===== src/rtl/fetch_controller_pkg.sv =====
// Shared definitions for the fetch controller slice.
// Contents: word type, boot address, pipeline stage numbers of each redirect
// source, shadow window length, FSM and redirect-source enums, and a helper
// that builds the flush mask for a given redirect source.
package fetch_controller_pkg;

  typedef logic [31:0] word_t;

  localparam int    NUM_STAGES    = 7;
  localparam int    JMP_STAGE     = 3;
  localparam int    BR_STAGE      = 5;
  localparam int    TRAP_STAGE    = 7;
  localparam int    SHADOW_CYCLES = 1;
  localparam int    SHADOW_W      = $clog2(SHADOW_CYCLES + 1);
  localparam word_t BOOT_ADDRESS  = 32'h0000_1000;

  typedef enum logic [2:0] {
    BOOT,
    RUN,
    MEM_WAIT,
    REDIRECT,
    HALT
  } fetch_state_e;

  // Declaration order is priority order, so sources compare with < and >.
  typedef enum logic [1:0] {
    SRC_NONE,
    SRC_JMP,
    SRC_BR,
    SRC_TRAP
  } redirect_src_e;

  // A redirect raised in stage S squashes every younger stage 1..S-1,
  // i.e. flush_mask bits [0..S-2].
  function automatic logic [NUM_STAGES-1:0] flush_for(input redirect_src_e src);
    logic [NUM_STAGES-1:0] mask;
    case (src)
      SRC_TRAP: mask = NUM_STAGES'((1 << (TRAP_STAGE - 1)) - 1);
      SRC_BR:   mask = NUM_STAGES'((1 << (BR_STAGE - 1)) - 1);
      SRC_JMP:  mask = NUM_STAGES'((1 << (JMP_STAGE - 1)) - 1);
      default:  mask = '0;
    endcase
    return mask;
  endfunction

endpackage


===== src/rtl/fetch_controller_redirect_arbiter.sv =====
// Combinational priority select among the three PC redirect sources.
// Ports:
//   trap_valid/trap_vector  stage-7 trap redirect (never masked)
//   br_valid/br_target      stage-5 branch mispredict redirect
//   jmp_valid/jmp_target    stage-3 jump/jalr redirect
//   shadow_active           1 while younger sources must be ignored
//   src                     winning source (SRC_NONE when nothing wins)
//   target                  target address of the winning source
module fetch_controller_redirect_arbiter
  import fetch_controller_pkg::*;
(
  input  logic          trap_valid,
  input  word_t         trap_vector,
  input  logic          br_valid,
  input  word_t         br_target,
  input  logic          jmp_valid,
  input  word_t         jmp_target,
  input  logic          shadow_active,
  output redirect_src_e src,
  output word_t         target
);

  // trap > br > jmp; the shadow window only hides the two younger sources
  // because they may be wrong-path instructions of the redirect just taken.
  always_comb begin
    src    = SRC_NONE;
    target = '0;
    if (trap_valid) begin
      src    = SRC_TRAP;
      target = trap_vector;
    end else if (!shadow_active && br_valid) begin
      src    = SRC_BR;
      target = br_target;
    end else if (!shadow_active && jmp_valid) begin
      src    = SRC_JMP;
      target = jmp_target;
    end
  end

endmodule


===== src/rtl/fetch_controller.sv =====
// Fetch controller: sequences the stage-3 program counter and the
// instruction-memory fetch port, arbitrates PC redirects, holds a redirect
// that arrives while imem is busy, and drives per-stage flush.
// Ports:
//   clock, reset (async, active-low)
//   hazard_stall, halt_req, imem_ready         control inputs
//   trap/br/jmp _valid + target                redirect sources
//   pc_now                                     current PC
//   imem_req, fetch_addr                       imem fetch port
//   pc_stall, pc_load, pc_load_addr            program counter control
//   flush_mask                                 bit i squashes stage i+1
//   halted                                     controller is in HALT
module fetch_controller
  import fetch_controller_pkg::*;
(
  input  logic                  clock,
  input  logic                  reset,
  input  logic                  hazard_stall,
  input  logic                  halt_req,
  input  logic                  imem_ready,
  input  logic                  trap_valid,
  input  word_t                 trap_vector,
  input  logic                  br_valid,
  input  word_t                 br_target,
  input  logic                  jmp_valid,
  input  word_t                 jmp_target,
  input  word_t                 pc_now,
  output logic                  imem_req,
  output word_t                 fetch_addr,
  output logic                  pc_stall,
  output logic                  pc_load,
  output word_t                 pc_load_addr,
  output logic [NUM_STAGES-1:0] flush_mask,
  output logic                  halted
);

  fetch_state_e          state, state_nxt;
  redirect_src_e         arb_src, pend_src, pend_src_nxt;
  word_t                 arb_target, pend_addr, pend_addr_nxt, held_addr;
  word_t                 load_addr_nxt;
  logic                  pend_valid, pend_valid_nxt;
  logic                  load_nxt, take;
  logic [NUM_STAGES-1:0] flush_nxt;
  logic [SHADOW_W-1:0]   shadow_cnt;

  fetch_controller_redirect_arbiter u_arbiter (
    .trap_valid    (trap_valid),
    .trap_vector   (trap_vector),
    .br_valid      (br_valid),
    .br_target     (br_target),
    .jmp_valid     (jmp_valid),
    .jmp_target    (jmp_target),
    .shadow_active (shadow_cnt != '0),
    .src           (arb_src),
    .target        (arb_target)
  );

  // Whether the arbiter winner is acted on in the current state. While a
  // redirect is pending only a strictly higher priority source replaces it;
  // in HALT only a trap wakes the controller.
  always_comb begin
    take = 1'b0;
    case (state)
      RUN, MEM_WAIT: take = (arb_src != SRC_NONE);
      REDIRECT:      take = (arb_src > pend_src);
      HALT:          take = (arb_src == SRC_TRAP);
      default:       take = 1'b0;
    endcase
  end

  // State register.
  always_ff @(posedge clock or negedge reset) begin
    if (!reset) state <= BOOT;
    else        state <= state_nxt;
  end

  // Next state plus next values of the pending register and the registered
  // PC-load/flush outputs. A taken redirect is applied before a halt request.
  always_comb begin
    state_nxt      = state;
    pend_valid_nxt = pend_valid;
    pend_src_nxt   = pend_src;
    pend_addr_nxt  = pend_addr;
    load_nxt       = 1'b0;
    load_addr_nxt  = pc_load_addr;
    flush_nxt      = take ? flush_for(arb_src) : '0;
    case (state)
      BOOT: begin
        state_nxt     = RUN;
        load_nxt      = 1'b1;
        load_addr_nxt = BOOT_ADDRESS;
        flush_nxt     = '1;
      end
      RUN, HALT: begin
        if (take) begin
          if (imem_ready) begin
            load_nxt      = 1'b1;
            load_addr_nxt = arb_target;
            state_nxt     = RUN;
          end else begin
            pend_valid_nxt = 1'b1;
            pend_src_nxt   = arb_src;
            pend_addr_nxt  = arb_target;
            state_nxt      = REDIRECT;
          end
        end else if (state == HALT) begin
          if (!halt_req) state_nxt = RUN;
        end else if (halt_req) begin
          state_nxt = HALT;
        end else if (!imem_ready) begin
          state_nxt = MEM_WAIT;
        end
      end
      MEM_WAIT: begin
        if (take) begin
          pend_valid_nxt = 1'b1;
          pend_src_nxt   = arb_src;
          pend_addr_nxt  = arb_target;
          state_nxt      = REDIRECT;
        end else if (imem_ready) begin
          state_nxt = RUN;
        end
      end
      REDIRECT: begin
        if (take) begin
          pend_src_nxt  = arb_src;
          pend_addr_nxt = arb_target;
        end
        // A replacement arriving in the same cycle imem frees up is the one loaded.
        if (imem_ready && pend_valid) begin
          load_nxt       = 1'b1;
          load_addr_nxt  = take ? arb_target : pend_addr;
          pend_valid_nxt = 1'b0;
          pend_src_nxt   = SRC_NONE;
          state_nxt      = RUN;
        end
      end
      default: state_nxt = BOOT;
    endcase
  end

  // Datapath registers: pending redirect, shadow window, held fetch address
  // and the registered PC-load/flush outputs.
  always_ff @(posedge clock or negedge reset) begin
    if (!reset) begin
      pend_valid   <= 1'b0;
      pend_src     <= SRC_NONE;
      pend_addr    <= '0;
      shadow_cnt   <= '0;
      held_addr    <= BOOT_ADDRESS;
      pc_load      <= 1'b0;
      pc_load_addr <= BOOT_ADDRESS;
      flush_mask   <= '1;
    end else begin
      pend_valid   <= pend_valid_nxt;
      pend_src     <= pend_src_nxt;
      pend_addr    <= pend_addr_nxt;
      held_addr    <= fetch_addr;
      pc_load      <= load_nxt;
      pc_load_addr <= load_addr_nxt;
      flush_mask   <= flush_nxt;
      if (take)                  shadow_cnt <= SHADOW_W'(SHADOW_CYCLES);
      else if (shadow_cnt != '0) shadow_cnt <= shadow_cnt - SHADOW_W'(1);
    end
  end

  // Moore outputs. imem_req depends on state only, so imem_ready never
  // reaches it combinationally; outside RUN the last fetch address is held.
  always_comb begin
    imem_req   = (state == RUN) || (state == MEM_WAIT) || (state == REDIRECT);
    halted     = (state == HALT);
    pc_stall   = hazard_stall || (state != RUN) || !imem_ready;
    fetch_addr = (state == RUN) ? pc_now : held_addr;
  end

endmodule

===== config.mk =====
export PLATFORM = sky130hd
export DESIGN_NAME = fetch_controller
export DESIGN_NICKNAME = d
export VERILOG_FILES = /design/src/rtl/fetch_controller_pkg.sv /design/src/rtl/fetch_controller_redirect_arbiter.sv /design/src/rtl/fetch_controller.sv
export SDC_FILE = /design/constraint.sdc
export NUM_CORES = 1
export LEC_CHECK = 0
export ABC_CLOCK_PERIOD_IN_PS = 2700
export CAP_MARGIN = 10
export CORE_MARGIN = 2
export CORE_UTILIZATION = 44
export CTS_CLUSTER_SIZE = 10
export DETAILED_ROUTE_END_ITERATION = 6
export HOLD_SLACK_MARGIN = 0.15
export MAX_ROUTING_LAYER = met4
export PLACE_DENSITY = 0.81
export RECOVER_POWER = 25
export SLEW_MARGIN = 0
export SYNTH_ARGS = -nofsm -noshare
export SYNTH_HDL_FRONTEND = slang
export SYNTH_HIERARCHICAL = 1
export SYNTH_SLANG_ARGS = --single-unit

===== constraint.sdc =====
create_clock -name clock -period 2.7 [get_ports clock]
set_input_delay 0.27 -clock clock [delete_from_list [all_inputs] [get_ports clock]]
set_output_delay 0.27 -clock clock [all_outputs]
set_load 0.02 [all_outputs]

==> impl_metrics.json, run 1 <==
{
  "critPathRequiredTime_ps": 2430,
  "period_minus_slack_ps": 2540,
  "cap_violations": 0,
  "fp.coreArea_um2": 12000,
  "run_status": "completed",
  "drt_drc_violations_left": 0,
  "endpoint_kind": "output port",
  "tightest_slew_ps": 1300,
  "wl_per_cell_um": 17.6,
  "synthDistinctLibCells": 50,
  "synthCells": 451,
  "fmax_ghz": 0.394,
  "syn-num-nets": 589,
  "diodes": 0,
  "drt_iter0_drc": 225,
  "grt_antenna_before_repair": 0,
  "start_util_pct": 45.1,
  "cts_sinks": 108,
  "final_util_pct": 66.3,
  "finClkSkew_ps": 7.28,
  "critPathMaxFanout": 32,
  "rsz0062_at_grt": "false",
  "fill_cells": 930,
  "place_ws_ps": 2.45,
  "rrSetupSlack_ps": 330,
  "synth_commonest_cells": "102 x dfrtp_1, 35 x nand2_1, 34 x mux2_2",
  "synth_top_area_cell": "dfrtp_1",
  "rows": 40,
  "die_w_um": 115,
  "ys.flop_type": "dfrtp_1",
  "groute.usage.overall_pct": 22.6,
  "synth_area_leaders": "dfrtp_1 47%, mux2_4 8.0%, mux2_2 7.1%",
  "cp-start-kind": "register",
  "worstSetupPathType": "reg2out",
  "p_per_area_nw_per_um2": 1170,
  "num_io_pins": 211,
  "synth_edf_count": 0,
  "postLayoutCellArea_um2": 7960,
  "grt_overflow": 0,
  "synth_top_cell_area_share_pct": 47.1,
  "grt_pass1_wl_um": 22700,
  "fin_setup_tns_ps": 0,
  "h-tree-depth": 3,
  "fp.dieArea_um2": 13200,
  "regArea_um2": 2710,
  "slew_headroom_pct": 13.5,
  "synth.most_common_cell": "dfrtp_1",
  "grt_pass1_vias": 4637,
  "clk_latency_ps": 350,
  "grt_max_degree": 56,
  "root_buffer": "clkbuf_16",
  "nets": 793,
  "drive_above_1_share_pct": 19.4,
  "yosys_warnings": 6,
  "period_share_pct": 94.0,
  "fin_ws_ps": 162,
  "cts_made_buffers": 9,
  "multi_input_area_um2": 2440,
  "via_per_inst": 5.38,
  "setup_viol": 0,
  "dpl_cell_area_um2": 7670,
  "portBuffers": 210,
  "ir_drop_mv": 0.570,
  "worstHoldPathType": "reg2reg",
  "synth.cell_area_um2": 5420,
  "finalWirelength_um": 14200,
  "gp_congestion": 0.848,
  "fp.dieH_um": 115,
  "cp.arrival_ps": 2270,
  "avgSynthCellArea_um2": 12.0,
  "ys_ff_latch": 108,
  "cts_max_path_buffers": 2,
  "cts_tree": "built",
  "ant_nets": 0,
  "p_leak_nw": 3.36,
  "first_pass_iters": 5,
  "clk_pin_slew_ps": 70,
  "synthArstFlopShare_pct": 100,
  "slew_violations": 0,
  "area_growth_pct": 47.0,
  "hpwl_um": 10800,
  "final_hold_viol_count": 0,
  "yosysSeqAreaShare_pct": 50.0,
  "num_vias": 4342
}
==> registers in the layout, summed over array words and instances (netlist names) <==
| register | flops |
|---|---|
| pc_load | 1 |
| flush_mask | 4 |
| pend_addr | 32 |
| state | 3 |
| pend_src | 2 |
| pend_valid | 1 |
| pc_load_addr | 32 |
| shadow_cnt | 1 |
| held_addr | 32 |
==> what timing repair did <==
action | CTS | global route
setup buffers | 0 | 0
hold buffers | 1 | 0
endpoints found under the hold margin | 52 | 0
gates resized for setup | 0 | 0
==> metal layers <==
metal	part of all wire, %	track usage, %	wire (um)
met5	0	-	0
met4	1.8	6.18	259
met3	7.2	6.33	1020
met2	52	39.1	7350
met1	39	25.7	5590
==> metrics by stage <==
step | instances | total power [W] | hold slack, ps
after global routing | 807 | 0.00992 | 503
final | 807 | 0.00935 | 483
after detailed placement | 790 | 0.00812 | 358
after CTS | 807 | 0.00944 | 487
after global placement | 790 | 0.00794 | 338
after floorplan | 451 | 0.00613 | -25.6
==> where the power goes <==
| group | internal (W) | switching, W | total, W |
|---|---|---|---|
| clock | 0.000718 | 0.000583 | 0.00130 |
| combinational | 0.00269 | 0.00265 | 0.00535 |
| sequential | 0.00238 | 0.000317 | 0.00270 |
| total | 0.00579 | 0.00355 | 0.00935 |
==> layout make-up <==
| cell class | instances | share of cell area [%] |
|---|---|---|
| sequential | 108 | 34.0 |
| inverter | 9 | 0.424 |
| clock inverter | 6 | 0.817 |
| clock buffer | 10 | 2.88 |
| multi-input combinational | 297 | 30.7 |
| tap | 147 | 2.31 |
| timing repair buffer | 230 | 28.9 |
==> logic make-up (layout without fill, tap and decap cells) <==
family                     after synthesis  after routing  synth area share [%]
AOI/OAI and AO/OA                      128            128                  18.2
DFF                                    108            108                  50.0
and+or+nand+nor                        102            102                  10.4
muxes                                   64             64                  15.3
buffers and inverters                   46            255                  5.41
adders and majority gates                2              2                 0.462
xor gates and xnor gates                 1              1                 0.162
==> final timing paths <==
kind / from / to / cells after the start
max reg2reg: shadow_cnt / pc_load_addr[17] / 10
max in group asynchronous: reset / state[2] / 3
min in group asynchronous: reset / held_addr[24] / 2
min: pc_load_addr[23] / pc_load_addr[23] / 2
max: state[1] / fetch_addr[19] / 5
min reg2reg: pc_load_addr[23] / pc_load_addr[23] / 2
==> cells in the final DEF, fill, tap and decap left out, types with 5 or more instances in the layout <==
master	netlist	final
a21o_1	5	5
a221o_2	5	5
nand2_1	35	35
o21ai_1	14	14
buf_4	10	14
nor2_1	11	11
clkdlybuf4s50_1	0	209
mux2_2	34	34
and2_1	29	29
inv_1	9	9
mux2_4	29	29
dfrtp_1	102	102
a221o_1	27	27
dfstp_2	6	6
a22oi_1	31	31
clkbuf_16	0	9
o21ai_0	24	24
==> worst max-delay path, cell delays in order, from the launching register on <==
cell and delay, ps:
dfrtp_1 370, nand2b_1 190, nor2_2 180, buf_12 220, mux2_2 370, clkdlybuf4s50_1 570
No activity file was read; power rests on OpenSTA's default activity.
==> run 2, diff against run 1 <==
ABC_CLOCK_PERIOD_IN_PS = 2320   (was 2700)
CORE_UTILIZATION = 40   (was 44)
PLACE_DENSITY = 0.77   (was 0.81)
clock period = 2.32 ns   (was 2.7 ns; I/O delays follow)
==> run 2 against run 1 <==
Against the previous run: worst setup slack got worse by 97 ps; hold slack improved by 1.2 ps; sequential share of layout area shrank 0.76 points; flip-flop and latch count unchanged; clock skew down 0.55 ps; combinational power up 18%; global-route usage down 1.2 points.
==> impl_metrics.json, run 2 (synthesis gave the netlist of run 1 again) <==
{
  "grt_overflow": 0,
  "top_regs": "held_addr (32), pc_load_addr (32), pend_addr (32)",
  "fp.coreArea_um2": 13200,
  "grt_max_degree": 45,
  "finalWirelength_um": 14800,
  "clk_pin_slew_ps": 70,
  "ant_nets": 0,
  "cp-startpoint": "state[1]",
  "cp.arrival_ps": 2020,
  "via_per_inst": 5.18,
  "r2r-start": "shadow_cnt",
  "tightest_slew_ps": 949,
  "cap_violations": 0,
  "fmax_ghz": 0.443,
  "fp.dieArea_um2": 14500,
  "fp.dieH_um": 120,
  "power_w": 0.0110,
  "worstSetupPathType": "reg2out",
  "gp_congestion": 0.861,
  "area_growth_pct": 50.4,
  "cts_max_path_buffers": 2,
  "cts_tree": "built",
  "h-tree-depth": 3,
  "endpoint_kind": "output port",
  "die_w_um": 120,
  "cp_top_family": "buffers and inverters",
  "finalNonFillerCells": 852,
  "final_hold_viol_count": 0,
  "crit_path_end": "fetch_addr[31]",
  "clk_latency_ps": 350,
  "drive_above_1_share_pct": 21.4,
  "worstPathCellList": "nand2b_2, nor2_4, clkbuf_16, mux2_2, dlygate4sd2_1",
  "drt_drc_violations_left": 0,
  "drt_iter0_drc": 381,
  "run_status": "completed",
  "period_share_pct": 97.2,
  "hp-start": "pc_load_addr[0]",
  "slew_headroom_pct": 36.8,
  "grt_pass1_vias": 4596,
  "ir_drop_mv": 0.622,
  "dp.cells": 834,
  "start_util_pct": 40.9,
  "diodes": 0,
  "hpwl_um": 10900,
  "worstRegToRegCells": 9,
  "critPathMaxFanout": 16,
  "cts_sinks": 108,
  "layout_common_cells": "175 x clkdlybuf4s50_1, 102 x dfrtp_1, 35 x nand2_1, 34 x mux2_2, 33 x dlygate4sd2_1",
  "layout_commonest_cell": "clkdlybuf4s50_1",
  "worstHoldPathType": "reg2reg",
  "critPathRequiredTime_ps": 2090,
  "grt_antenna_before_repair": 0,
  "cp_slowest_cell": "dfrtp_1",
  "r2r_end": "pend_addr[24]",
  "p_per_area_nw_per_um2": 1350,
  "finClkSkew_ps": 6.73,
  "worst-path-buf-inv": 2,
  "rows": 42,
  "crit_cells": 5,
  "nets": 809,
  "num_vias": 4414,
  "setup_viol": 0,
  "rrSetupSlack_ps": 120,
  "groute.usage.overall_pct": 21.4,
  "portBuffers": 210,
  "period_minus_slack_ps": 2260,
  "cpPeakStageDelay_ps": 380,
  "first_pass_iters": 4,
  "num_io_pins": 211,
  "cts_made_buffers": 9,
  "slew_violations": 0,
  "p_leak_nw": 3.52,
  "cp-start-kind": "register",
  "wl_per_cell_um": 17.4,
  "root_buffer": "clkbuf_16",
  "grt_pass1_wl_um": 23700
}
run 2: cell types whose count changed in the layout (fill, tap and decap cells not counted), moves of 2 or more:
cell,delta
clkbuf_8,+2
buf_4,+11
clkinvlp_4,-3
clkdlybuf4s50_1,-34
buf_12,+3
dlygate4sd2_1,+33
run 2: worst min path at each step:
stage / depth (start not counted) / end
2_1_floorplan: 0 / held_addr[0]
3_3_place_gp: 1 / held_addr[29]
3_5_place_dp: 1 / held_addr[28]
4_1_cts: 2 / held_addr[28]
5_1_grt: 2 / pc_load_addr[8]
6_report: 2 / pc_load_addr[0]
run 2: layout make-up:
type	count	area, um^2
fillers	1107	5100
flip-flops and latches	108	2710
clock buffers	12	256
multi-input cells	297	2440
well taps	176	220
repair buffers	246	2430
clock inverters	4	47.5
inverters	9	33.8
run 2: metrics by stage:
step | utilization [%] | cell area, um^2 | hold slack (ps) | worst slack, ps | setup TNS [ps]
after global placement | 59.3 | 7850 | 198 | -163 | -6000
after CTS | 61.6 | 8160 | 379 | 24.1 | 0
final | 61.5 | 8140 | 484 | 64.1 | 0
after detailed placement | 59.3 | 7850 | 215 | -268 | -11520
after global routing | 61.5 | 8140 | 503 | -12.5 | -86.6
after floorplan | - | 5420 | -63.6 | 70.8 | 0
run 2: routing by layer:
layer  vias to the layer above  global-route usage, %  part of all wire (%)
met5                         -                      -                     0
met4                         0                   7.19                   1.8
met3                        20                   3.11                   4.6
met2                       140                   36.4                    52
met1                      2165                   26.3                    41
li1                       2089                      -                     -
run 2: power by group:
group          total, W  internal [W]  switching (W)
registers       0.00317       0.00278       0.000394
logic           0.00630       0.00310        0.00320
clock network   0.00156      0.000893       0.000670
run 2: worst reg2reg max path, stage by stage (launching register included):
cell and delay (ps):
dfrtp_1 340, inv_1 60, a21o_1 180, ha_1 310, nor2b_1 150, o21ai_2 150, a211oi_2 110, a21oi_4 190
buf_4 270, mux2_4 330
run 2: timing repair:
action | in CTS | in global routing
cloned | 1 | 0
endpoints found under the hold margin | 31 | 0
pin swaps | 0 | 1
resized for setup | 37 | 3
setup buffers | 0 | 0
endpoints found under the setup margin | 33 | 32
hold buffers | 1 | 0
==> run 3, diff against run 2 <==
CAP_MARGIN = not set   (was 10)
CTS_CLUSTER_DIAMETER = 60   (was not set)
==> results of run 3 <==
Same layout as run 2: the final DEF is identical, and so are final timing and power.
